### src/rtl/acc_pkg.sv
// Shared definitions for the running-sum accumulator: state encoding and
// default datapath widths used by the sequencer, its adder and its bus.
package acc_pkg;

   localparam int DEF_WIDTH   = 8;
   localparam int DEF_COUNT_W = 8;

   typedef enum logic [1:0] {
      IDLE = 2'd0,
      ADD  = 2'd1,
      DONE = 2'd2,
      HALT = 2'd3
   } acc_state_t;

endpackage

### src/rtl/accum_sequencer_if.sv
// Operand handshake between an upstream source and the accumulator.
// The master drives op_valid/op_data; the slave answers with op_ready.
interface accum_sequencer_if #(
   parameter int WIDTH = acc_pkg::DEF_WIDTH
);

   logic             op_valid;
   logic [WIDTH-1:0] op_data;
   logic             op_ready;

   modport master (
      output op_valid,
      output op_data,
      input  op_ready
   );

   modport slave (
      input  op_valid,
      input  op_data,
      output op_ready
   );

endinterface

### src/rtl/acc_adder.sv
// Pure WIDTH-bit adder with carry-out and no carry-in; the sequencer
// decides what to do with the carry.
module acc_adder #(
   parameter int WIDTH = acc_pkg::DEF_WIDTH
) (
   input  logic [WIDTH-1:0] a,
   input  logic [WIDTH-1:0] b,
   output logic [WIDTH-1:0] s,
   output logic             c
);

   // Widen by one bit so the top bit of the result is the carry-out.
   assign {c, s} = {1'b0, a} + {1'b0, b};

endmodule

### src/rtl/accum_sequencer.sv
// Accumulator controller and datapath. Operands arrive over a valid/ready
// handshake, are captured, added into the running sum one cycle later and
// reported with a one-cycle done pulse. A carry-out sets a sticky overflow
// flag and, when STOP_ON_OVF is set, parks the block in HALT until software
// acknowledges or clears.
module accum_sequencer
   import acc_pkg::*;
#(
   parameter int WIDTH       = DEF_WIDTH,
   parameter int COUNT_W     = DEF_COUNT_W,
   parameter bit STOP_ON_OVF = 1'b1
) (
   input  logic                clk,
   input  logic                rst,
   accum_sequencer_if.slave    op_bus,
   input  logic                clear_acc,
   input  logic                ovf_ack,
   output logic [WIDTH-1:0]    a_reg,
   output logic [WIDTH-1:0]    sum,
   output logic                ovf,
   output logic [COUNT_W-1:0]  op_count,
   output logic                busy,
   output logic                done,
   output logic                halted
);

   localparam logic [COUNT_W-1:0] COUNT_MAX = '1;

   acc_state_t       state;
   logic [WIDTH-1:0] add_s;
   logic             add_c;

   acc_adder #(.WIDTH(WIDTH)) u_adder (
      .a (sum),
      .b (a_reg),
      .s (add_s),
      .c (add_c)
   );

   // A pending clear blocks acceptance so clear always wins over an operand.
   assign op_bus.op_ready = (state == IDLE) && !clear_acc;

   // Sequencer: capture -> add -> complete, with overflow halt and clear paths.
   always_ff @(posedge clk) begin
      if (rst) begin
         state    <= IDLE;
         a_reg    <= '0;
         sum      <= '0;
         ovf      <= 1'b0;
         op_count <= '0;
         busy     <= 1'b0;
         done     <= 1'b0;
         halted   <= 1'b0;
      end else begin
         done <= 1'b0;
         case (state)
            IDLE: begin
               if (clear_acc) begin
                  sum      <= '0;
                  ovf      <= 1'b0;
                  op_count <= '0;
               end else if (op_bus.op_valid) begin
                  a_reg <= op_bus.op_data;
                  if (op_count != COUNT_MAX) begin
                     op_count <= op_count + 1'b1;
                  end
                  state <= ADD;
                  busy  <= 1'b1;
               end
            end
            ADD: begin
               sum <= add_s;
               if (add_c) begin
                  ovf <= 1'b1;
               end
               if (add_c && STOP_ON_OVF) begin
                  state  <= HALT;
                  halted <= 1'b1;
               end else begin
                  state <= DONE;
                  done  <= 1'b1;
               end
            end
            DONE: begin
               state <= IDLE;
               busy  <= 1'b0;
            end
            HALT: begin
               if (clear_acc) begin
                  sum      <= '0;
                  ovf      <= 1'b0;
                  op_count <= '0;
                  state    <= IDLE;
                  busy     <= 1'b0;
                  halted   <= 1'b0;
               end else if (ovf_ack) begin
                  ovf    <= 1'b0;
                  state  <= IDLE;
                  busy   <= 1'b0;
                  halted <= 1'b0;
               end
            end
            default: begin
               state  <= IDLE;
               busy   <= 1'b0;
               halted <= 1'b0;
            end
         endcase
      end
   end

endmodule

### src/flat_wrapper.sv
// flat-port wrapper written by rule: the top's interface ports become plain ports
module accum_sequencer_flat import acc_pkg::*;
#(
   parameter int WIDTH       = DEF_WIDTH,
   parameter int COUNT_W     = DEF_COUNT_W,
   parameter bit STOP_ON_OVF = 1'b1
)
  (clk, rst, clear_acc, ovf_ack, a_reg, sum, ovf, op_count, busy, done, halted, op_bus_op_valid, op_bus_op_data, op_bus_op_ready);
  accum_sequencer_if #(.WIDTH(WIDTH)) op_bus_i ();
  input  logic clk;
  input  logic rst;
  input  logic clear_acc;
  input  logic ovf_ack;
  output logic [WIDTH-1:0] a_reg;
  output logic [WIDTH-1:0] sum;
  output logic ovf;
  output logic [COUNT_W-1:0] op_count;
  output logic busy;
  output logic done;
  output logic halted;
  input wire logic [$bits(op_bus_i.op_valid)-1:0] op_bus_op_valid;
  input wire logic [$bits(op_bus_i.op_data)-1:0] op_bus_op_data;
  output wire logic [$bits(op_bus_i.op_ready)-1:0] op_bus_op_ready;
  assign op_bus_i.op_valid = op_bus_op_valid;
  assign op_bus_i.op_data = op_bus_op_data;
  assign op_bus_op_ready = op_bus_i.op_ready;
  accum_sequencer #(.WIDTH(WIDTH), .COUNT_W(COUNT_W), .STOP_ON_OVF(STOP_ON_OVF)) u_core (.clk(clk), .rst(rst), .op_bus(op_bus_i), .clear_acc(clear_acc), .ovf_ack(ovf_ack), .a_reg(a_reg), .sum(sum), .ovf(ovf), .op_count(op_count), .busy(busy), .done(done), .halted(halted));
endmodule
### config.mk
export PLATFORM = sky130hd
export DESIGN_NAME = accum_sequencer_flat
export DESIGN_NICKNAME = d
export VERILOG_FILES = /design/src/rtl/acc_pkg.sv /design/src/rtl/accum_sequencer_if.sv /design/src/rtl/acc_adder.sv /design/src/rtl/accum_sequencer.sv /design/src/flat_wrapper.sv
export SDC_FILE = /design/constraint.sdc
export NUM_CORES = 1
export LEC_CHECK = 0
export CAP_MARGIN = 20
export CORE_ASPECT_RATIO = 0.7
export CORE_MARGIN = 2
export CORE_UTILIZATION = 46
export CTS_BUF_LIST = sky130_fd_sc_hd__clkbuf_8
export CTS_CLUSTER_SIZE = 30
export DETAILED_ROUTE_END_ITERATION = 8
export PLACE_DENSITY = 0.79
export SYNTH_ARGS = -nofsm -noshare
export SYNTH_HDL_FRONTEND = slang
export SYNTH_SLANG_ARGS = --single-unit
### constraint.sdc
create_clock -name clk -period 1.6 [get_ports clk]
set_input_delay 0.16 -clock clk [delete_from_list [all_inputs] [get_ports clk]]
set_output_delay 0.16 -clock clk [all_outputs]
set_load 0.1 [all_outputs]
After elaboration in Yosys (flattened, before gate mapping)
Cells that the tools add are included.
{"block": "word_totals", "inputBits": 13, "elab_cells": 64, "output_inout_bits": 29, "regBits": 30}
{"block": "classes", "add_sub_neg": 2, "muxes": 22, "bitwise_logic": 2, "reduce_logical": 17, "eq_ne": 13}
{"cell": "8-bit 2-to-1 mux", "n": 4}
{"cell": "8-bit case mux with 2 select lines", "n": 2}
{"cell": "4-bit AND reduction", "n": 3}
{"cell": "8-bit by 8-bit adder with 9-bit output", "n": 1}
{"cell": "3-bit != test, second input constant", "n": 3}
{"cell": "3-bit AND reduction", "n": 3}
{"cell": "8-bit by 1-bit adder with 8-bit output, second input constant", "n": 1}
{"cell": "1-bit 2-to-1 mux", "n": 8}
{"cell": "2-bit 2-to-1 mux", "n": 4}
{"cell": "2-bit != test, second input constant", "n": 4}
{"cell": "8-bit != test, second input constant", "n": 1}
{"cell": "2-bit case mux with 4 select lines", "n": 1}
{"cell": "1-bit case mux with 3 select lines", "n": 2}
{"cell": "2-bit nonzero test", "n": 3}
{"cell": "3-bit nonzero test", "n": 2}
{"cell": "2-bit equality test, second input constant", "n": 2}
{"cell": "2-bit by 1-bit != test with 1-bit output, second input constant", "n": 2}
{"cell": "2-bit OR reduction", "n": 2}
{"cell": "2-bit by 1-bit equality test with 1-bit output, second input constant", "n": 1}
{"cell": "2-bit logical NOT", "n": 1}
{"cell": "1-bit NOT", "n": 2}
{"cell": "1-bit case mux with 2 select lines", "n": 1}
{"cell": "2-bit AND reduction", "n": 1}
{"cell": "1-bit logical AND", "n": 1}
{"cell": "1-bit logical NOT", "n": 1}

Depth between registers and ports, before layout
Gate-level depths: netlist of the first run.
{"block": "depth", "ltp_word": 5, "ltp_mapped": 8, "depth_no_buf": 8}

Cells and area by module
From an unflattened synthesis of the first run, not the netlist that was laid out.
{"block": "hier_totals", "cells_unflattened": 204, "area_unflattened_um2": 1745.4}
{"module": "accum_sequencer", "area_per_inst_um2": 1421.4, "seq_area_each_um2": 600.6, "cells_each": 162, "n_inst": 1}
{"module": "acc_adder", "area_per_inst_um2": 324.1, "seq_area_each_um2": 0.0, "cells_each": 42, "n_inst": 1}

Worst setup path before layout of the first run
OpenSTA, ideal clock, no wires.
{"block": "synth_timing", "path_kind": "register to register", "start": "register u_core.sum[0]", "end": "register u_core.halted", "n_path_buf": 0, "slack_ns": -0.940, "arrival_ns": 2.449, "setup_ns": 0.091, "synth_period_minus_slack_ns": 2.540, "path_stages_with_launch": 9, "t_required_ns": 1.509, "path_cell_list": "dfxtp_1 -> ha_1 -> inv_1 -> fa_1 -> nand2b_1 -> a21oi_1 -> or3_1 -> a31oi_1 -> a311oi_1"}
{"block": "synth_via", "elab_chain_cells": 3}
{"element": "start: declaration", "line_no": "accum_sequencer.sv:19", "text": "output logic [WIDTH-1:0] sum,"}
{"element": "start signal: assignment", "line_no": "accum_sequencer.sv:72", "text": "sum <= add_s;"}
{"element": "8-bit by 8-bit adder with 9-bit output", "line_no": "acc_adder.sv:13", "text": "assign {c, s} = {1'b0, a} + {1'b0, b};"}
{"element": "2-bit by 1-bit != test with 1-bit output (no source line)"}
{"element": "3-bit AND reduction (no source line)"}
{"element": "end signal: assignment", "line_no": "accum_sequencer.sv:53", "text": "halted <= 1'b0;"}
{"element": "end signal: assignment", "line_no": "accum_sequencer.sv:78", "text": "halted <= 1'b1;"}
{"element": "end signal: assignment", "line_no": "accum_sequencer.sv:95", "text": "halted <= 1'b0;"}
{"element": "end: declaration", "line_no": "accum_sequencer.sv:24", "text": "output logic halted"}
No other way between the ends.
A chain may end at the register's enable or synchronous reset.

Worst setup path in the final report of the first run
{"block": "layout_timing", "start": "register u_core.a_reg[3]", "end": "register u_core.ovf"}
{"block": "layout_via", "elab_chain_cells": 3}
{"element": "start: declaration", "line_no": "accum_sequencer.sv:18", "text": "output logic [WIDTH-1:0] a_reg,"}
{"element": "start signal: assignment", "line_no": "accum_sequencer.sv:63", "text": "a_reg <= op_bus.op_data;"}
{"element": "8-bit by 8-bit adder with 9-bit output", "line_no": "acc_adder.sv:13"}
{"element": "2-bit by 1-bit != test with 1-bit output (no source line)"}
{"element": "4-bit AND reduction (no source line)"}
{"element": "end signal: assignment", "line_no": "accum_sequencer.sv:49", "text": "ovf <= 1'b0;"}
{"element": "end signal: assignment", "line_no": "accum_sequencer.sv:60", "text": "ovf <= 1'b0;"}
{"element": "end signal: assignment", "line_no": "accum_sequencer.sv:74", "text": "ovf <= 1'b1;"}
{"element": "end: declaration", "line_no": "accum_sequencer.sv:20", "text": "output logic ovf,"}
No other way between the ends.

==> results of run 1 <==
## worst max path at each step
stage                                             to                          from  slack, ns
after floorplan              u_core.ovf$_SDFFE_PP0P_    u_core.sum[0]$_SDFFE_PP0P_      -0.27
after CTS                    u_core.ovf$_SDFFE_PP0P_    u_core.sum[0]$_SDFFE_PP0P_      -0.06
after detailed placement  u_core.halted$_SDFFE_PP0P_    u_core.sum[0]$_SDFFE_PP0P_      -0.14
after global placement    u_core.halted$_SDFFE_PP0P_    u_core.sum[0]$_SDFFE_PP0P_      -0.05
final                        u_core.ovf$_SDFFE_PP0P_  u_core.a_reg[3]$_SDFFE_PP0P_      -0.28
after global routing         u_core.ovf$_SDFFE_PP0P_  u_core.a_reg[3]$_SDFFE_PP0P_      -0.29
## kinds of logic after synthesis
group / after synthesis / share of synthesized area
multiplexers: 2 / 0.01209
AO/OA/AOI/OAI: 58 / 0.2289
flip-flops: 30 / 0.3625
adder cells (fa/ha/maj): 15 / 0.1178
AND/OR/NAND/NOR: 75 / 0.2145
buffers and inverters: 13 / 0.03248
XOR/XNOR: 6 / 0.03172
## worst min-delay path: stages
cell and delay, ns:
clkdlybuf4s50_1 0.40, nand3_1 0.07, a21oi_1 0.05
## power by group
group / leakage (nW) / internal (W) / switching [W]
Clock: 0.0468 / 0.000292 / 0.000307
Sequential: 0.263 / 0.000815 / 0.000118
Combinational: 0.980 / 0.000832 / 0.00117
Total: 1.29 / 0.00194 / 0.00159
## layer usage
metal,part of all wire,wire [um],global-route usage
met5,0,0,0
met1,0.39,3207,0.4413
met4,0.050,414,0.1462
met3,0.12,961,0.09024
met2,0.44,3650,0.5116
## synthesized netlist by cell type (5+ instances only)
cell type	number	share of area
a21oi_1	16	0.048
and3_1	5	0.019
dfxtp_1	30	0.36
ha_1	14	0.11
inv_1	8	0.018
nand2_1	23	0.052
nand2b_1	5	0.019
nand3_1	12	0.036
nor2_1	19	0.043
o21ai_0	13	0.039
## through the flow
stage / cell area [um^2] / total power (W) / setup slack [ns] / util / hold slack, ns
finish: 3166 / 0.003531 / -0.2778 / 0.9068 / 0.4192
floorplan: 1817 / 0.001848 / -0.2652 / - / 0.2972
detailed placement: 2863 / 0.002550 / -0.1421 / 0.8201 / 0.4797
global placement: 2863 / 0.002496 / -0.04807 / 0.8201 / 0.4748
global route: 3166 / 0.003598 / -0.2937 / 0.9068 / 0.4276
CTS: 3037 / 0.003213 / -0.05963 / 0.8699 / 0.4198
## layout by cell type (no fill, tap or decap), drive strengths merged, types with 2 or more instances in the layout
master / count
buf: 76
mux2i: 2
xor2: 2
nand2b: 5
clkinv: 2
clkbuf: 5
clkdlybuf4s50: 12
a21o: 2
o21bai: 2
nand2: 23
o21ai: 13
xnor2: 4
ha: 14
a21oi: 16
a32oi: 2
or3: 2
nor2: 19
inv: 9
a31oi: 4
nand3: 12
and3: 5
and2: 2
a22o: 4
dfxtp: 30
a211oi: 3
nor3: 2
o31ai: 4
## layout make-up
cell class,count,area (um^2),share of cell area
Clock buffer,5,68.82,0.02174
Clock inverter,3,12.51,0.003953
Inverter,8,32.53,0.01028
Multi-Input combinational cell,156,1221,0.3858
Sequential cell,30,690.7,0.2182
Tap cell,50,62.56,0.01976
Timing Repair Buffer,88,1077,0.3403
## what timing repair did
action                                  4_1_cts  5_1_grt
cloned                                        0        0
endpoints found under the setup margin        9       20
gates resized for setup                      12       26
buffers inserted                              5        2
endpoints found under the hold margin         0        0
pin swaps                                     4        6
==> metrics.txt, run 1 <==
status=finished, violations left; violated checks=setup timing; largest net degree at the start of global routing=14; CP startpoint kind=flop; hold_sp=op_bus_op_data[4]; ANT cells=0; I/O pins=42; CP top delay family=simple AND/OR/NAND/NOR gates; Num CTS Buffers=5; initial antenna violation count=0; worst hold path stage count=3; Max VDD drop=0.001099 V; Clock Sinks=30; max-cap violation count=0; DP HPWL=4413 um; via/cell ratio=6.424; CTS H-tree lvls=2; total track usage=0.3324; crit path buf inv count=0; Initial Util=0.4746; CTS tree=yes; syn_nets=227; Reg clk slew, reported paths=0.07 ns; f_max=532.5 MHz; DR vias=2184; Crit path largest cell delay=0.41 ns; Layout Cells excl Fill=340; kind of end point of the critical path=flop; Synth Flop Type=dfxtp_1; Worst Hold Class=in -> reg; unrepaired setup endpoints after global routing=yes; number of global-route vias before repair=1928; syn avg cell area=8.325 um^2; EDFF count, synth=0; DIE AREA=4105 um^2; actual slew at the worst max-slew pin=0.5592 ns; Netlist Area Pre-Place=1657 um^2; Synth Instances=199; drt initial violations=294; Hold Violations, Final=0; WL/cell=24.21 um; Max FO, Critical Path=2; DRC viols=0; fin nets=317; static leakage=1.290 nW; die height=54.21 um; Worst-Skew Late Latency=0.30 ns; fin crit share=1.174; Die Wd=75.73 um; crit path DAT=2.06 ns; Total Wirelength=8233 um; number of cells on the critical path=6; RR Endpoint=u_core.ovf$_SDFFE_PP0P_; clock root cell=clkbuf_8; worst relative slew slack=0.6232; setup TNS=-1.570 ns; port buffer count=41; cts hold-fix bufs=0; data required time of the worst path=1.78 ns; RD Place Congestion=0.9536; Reg-to-Reg Start=u_core.a_reg[3]$_SDFFE_PP0P_; Yosys reg bits=30; first-pass GRT wire length=9694 um; crit-path cells=ha_4 -> o211ai_1 -> a21oi_4 -> or3_4 -> and3_4 -> mux2i_1; post-route ant nets=0; P&R area growth vs syn=91.09%; yosys warns=0; GRT overflow=0; CORE AREA=3491 um^2; Setup WS post-layout=-0.2778 ns; Setup violations, final=14; DR pass1 iterations=5; crit path time final=1.878 ns; Clock Path Buffers=2; Power Density=1116 nW/um^2; Setup CP Type=reg -> reg; Placed Cells=325; share of layout cells above drive strength 1=0.5000; worst reg-to-reg path cell count=6; Distinct cells, synth=43; filler cell count=120; row count=18; Crit-path slowest cell=o211ai_1; Worst Skew=0.004616 ns; flop-to-flop setup slack=-0.28 ns; post-synthesis sequential area ratio=0.3625; max-slew violation count=0; Hold Path End=u_core.a_reg[4]$_SDFFE_PP0P_; Post-synth ARST share=0
No activity file was read; power rests on OpenSTA's default activity.
==> run 2, diff against run 1 <==
--- a/config.mk
+++ b/config.mk
@@ -8,11 +8,11 @@
 export CAP_MARGIN = 20
 export CORE_ASPECT_RATIO = 0.7
 export CORE_MARGIN = 2
-export CORE_UTILIZATION = 46
+export CORE_UTILIZATION = 40
 export CTS_BUF_LIST = sky130_fd_sc_hd__clkbuf_8
 export CTS_CLUSTER_SIZE = 30
 export DETAILED_ROUTE_END_ITERATION = 8
-export PLACE_DENSITY = 0.79
+export PLACE_DENSITY = 0.7
 export SYNTH_ARGS = -nofsm -noshare
 export SYNTH_HDL_FRONTEND = slang
 export SYNTH_SLANG_ARGS = --single-unit
==> metrics.txt, run 2 (same netlist as run 1, synthesis figures left out) <==
status=finished, violations left (unchanged); violated checks=setup timing (unchanged); Reg clk slew, reported paths=0.07 ns (about the same); post-route ant nets=0 (unchanged); kind of end point of the critical path=flop (unchanged); worst hold slack=0.4267 ns (was 0.4192 ns); largest net degree at the start of global routing=14 (unchanged); DIE AREA=4681 um^2 (was 4105 um^2); actual slew at the worst max-slew pin=0.4330 ns (was 0.5592 ns); Clock power frac=0.178 (was 0.170); Power Density=1072 nW/um^2 (was 1116 nW/um^2); Total Wirelength=5379 um (was 8233 um); Worst Hold Class=in -> reg (unchanged); Psw=0.001412 W (was 0.001592 W); total track usage=0.2404 (was 0.3324); fin nets=317 (unchanged); Hold Violations, Final=0 (unchanged); ANT cells=0 (unchanged); Worst Skew=0.004035 ns (was 0.004616 ns); crit path buf inv count=1 (was 0); clock root cell=clkbuf_8 (unchanged); fin crit share=1.083 (was 1.174); Crit path largest cell delay=0.36 ns (was 0.41 ns); share of layout cells above drive strength 1=0.4759 (was 0.5000); filler cell count=254 (was 120); unrepaired setup endpoints after global routing=yes (unchanged); Gate power share=0.548 (was 0.566); Int Pwr=0.001897 W (was 0.001939 W); Max VDD drop=0.0008541 V (was 0.001099 V); Die Wd=80.92 um (was 75.73 um); GRT overflow=0 (unchanged); Crit-path slowest cell=dfxtp_4 (was o211ai_1); switching share of power=0.4267 (was 0.4508); Clock Sinks=30 (unchanged); max-slew violation count=0 (unchanged); Clock Path Buffers=2 (unchanged); die height=57.85 um (was 54.21 um); static leakage=1.261 nW (was 1.290 nW); CTS tree=yes (unchanged); post-route cell area=3088 um^2 (was 3166 um^2); Setup violations, final=7 (was 14); Max FO, Critical Path=3 (was 2); data required time of the worst path=1.82 ns (was 1.78 ns); Setup CP Type=reg -> reg (unchanged); row count=19 (was 18); Placed Cells=330 (was 325); Setup WS post-layout=-0.1328 ns (was -0.2778 ns); Place WS=-0.1452 ns (was -0.1421 ns); CORE AREA=3946 um^2 (was 3491 um^2); crit-path cells=ha_4 -> inv_2 -> fa_2 -> nand2b_4 -> a21oi_4 -> or3_4 -> and3_4 -> mux2i_1 (was ha_4 -> o211ai_1 -> a21oi_4 -> or3_4 -> and3_4 -> mux2i_1); crit path time final=1.733 ns (was 1.878 ns); I/O pins=42 (unchanged); dpl cell area=2875 um^2 (was 2863 um^2); drt initial violations=165 (was 294); Layout Cells excl Fill=342 (was 340); CP startpoint kind=flop (unchanged); initial antenna violation count=0 (unchanged); first-pass GRT wire length=8521 um (was 9694 um); f_max=577.1 MHz (was 532.5 MHz); DR vias=1807 (was 2184); WL/cell=15.73 um (was 24.21 um); port buffer count=41 (unchanged); Initial Util=0.4198 (was 0.4746); RD Place Congestion=0.8231 (was 0.9536); DR pass1 iterations=4 (was 5); Num CTS Buffers=5 (unchanged); CP top delay family=adder cells (was simple AND/OR/NAND/NOR gates); P&R area growth vs syn=86.40% (was 91.09%); commonest non-fill, non-tap cells in the layout=buf_4 (44), buf_12 (29), dfxtp_4 (23) (was buf_4 (43), buf_12 (30), dfxtp_4 (23)); DRC viols=0 (unchanged); via/cell ratio=5.284 (was 6.424); worst relative slew slack=0.7083 (was 0.6232); setup TNS=-0.5519 ns (was -1.570 ns); cts hold-fix bufs=0 (unchanged); DP HPWL=4263 um (was 4413 um); CTS H-tree lvls=2 (unchanged); number of global-route vias before repair=1747 (was 1928); crit path DAT=1.95 ns (was 2.06 ns); commonest non-fill, non-tap cell in the layout=buf_4 (unchanged); sequential share of power=0.275 (was 0.264); max-cap violation count=0 (unchanged); Worst-Skew Late Latency=0.29 ns (was 0.30 ns)
-- run 2: worst paths after layout --
check | start | to | slack (ns) | cells past startpoint
setup reg to reg | u_core.sum[0]$_SDFFE_PP0P_ | u_core.ovf$_SDFFE_PP0P_ | -0.13 | 8
setup / recovery | u_core.sum[0]$_SDFFE_PP0P_ | u_core.ovf$_SDFFE_PP0P_ | -0.13 | 8
hold reg to reg | u_core.op_count[7]$_SDFFE_PP0P_ | u_core.op_count[7]$_SDFFE_PP0P_ | 0.49 | 1
hold / removal | op_bus_op_data[2] | u_core.a_reg[2]$_SDFFE_PP0P_ | 0.43 | 3
-- run 2: area by class of cell --
type | count | area (um^2) | share of cell area
Inverter | 8 | 32.53 | 0.01053
Sequential cell | 30 | 690.7 | 0.2237
Clock inverter | 3 | 12.51 | 0.004052
Clock buffer | 5 | 68.82 | 0.02229
Tap cell | 52 | 65.06 | 0.02107
Multi-Input combinational cell | 156 | 1154 | 0.3736
Timing Repair Buffer | 88 | 1065 | 0.3448
-- run 2: routing by layer --
metal | track usage | part of all wire | vias up
li1 | - | - | 902
met1 | 0.3599 | 0.48 | 834
met2 | 0.3506 | 0.44 | 62
met3 | 0.04050 | 0.063 | 9
met4 | 0.07990 | 0.015 | 0
met5 | 0 | 0 | -
-- run 2: worst min-delay path, delay by kind of cell --
| family | cells | cell delay, ns |
|---|---|---|
| AOI/OAI and AO/OA | 1 | 0.05 |
| buffers and inverters | 1 | 0.40 |
| and+or+nand+nor | 1 | 0.06 |
-- run 2: power groups by stage --
stage	registers (W)	clock network, W	logic, W
3_3_place_gp	0.000902	0	0.00161
4_1_cts	0.000898	0.000601	0.00173
5_1_grt	0.000918	0.000634	0.00191
2_1_floorplan	0.00129	0	0.000555
6_report	0.000909	0.000588	0.00181
3_5_place_dp	0.000907	0	0.00164
-- run 2: what timing repair did --
action,4_1_cts,5_1_grt
pin swaps,5,6
setup buffers,1,4
setup endpoints to repair,10,17
gates resized for setup,12,15
-- run 2: per-stage QoR --
stage                     utilization  total power (W)
after global routing           0.7825         0.003462
after CTS                      0.7635         0.003232
final                          0.7825         0.003309
after global placement         0.7286         0.002516
after detailed placement       0.7286         0.002545
after floorplan                     -         0.001848
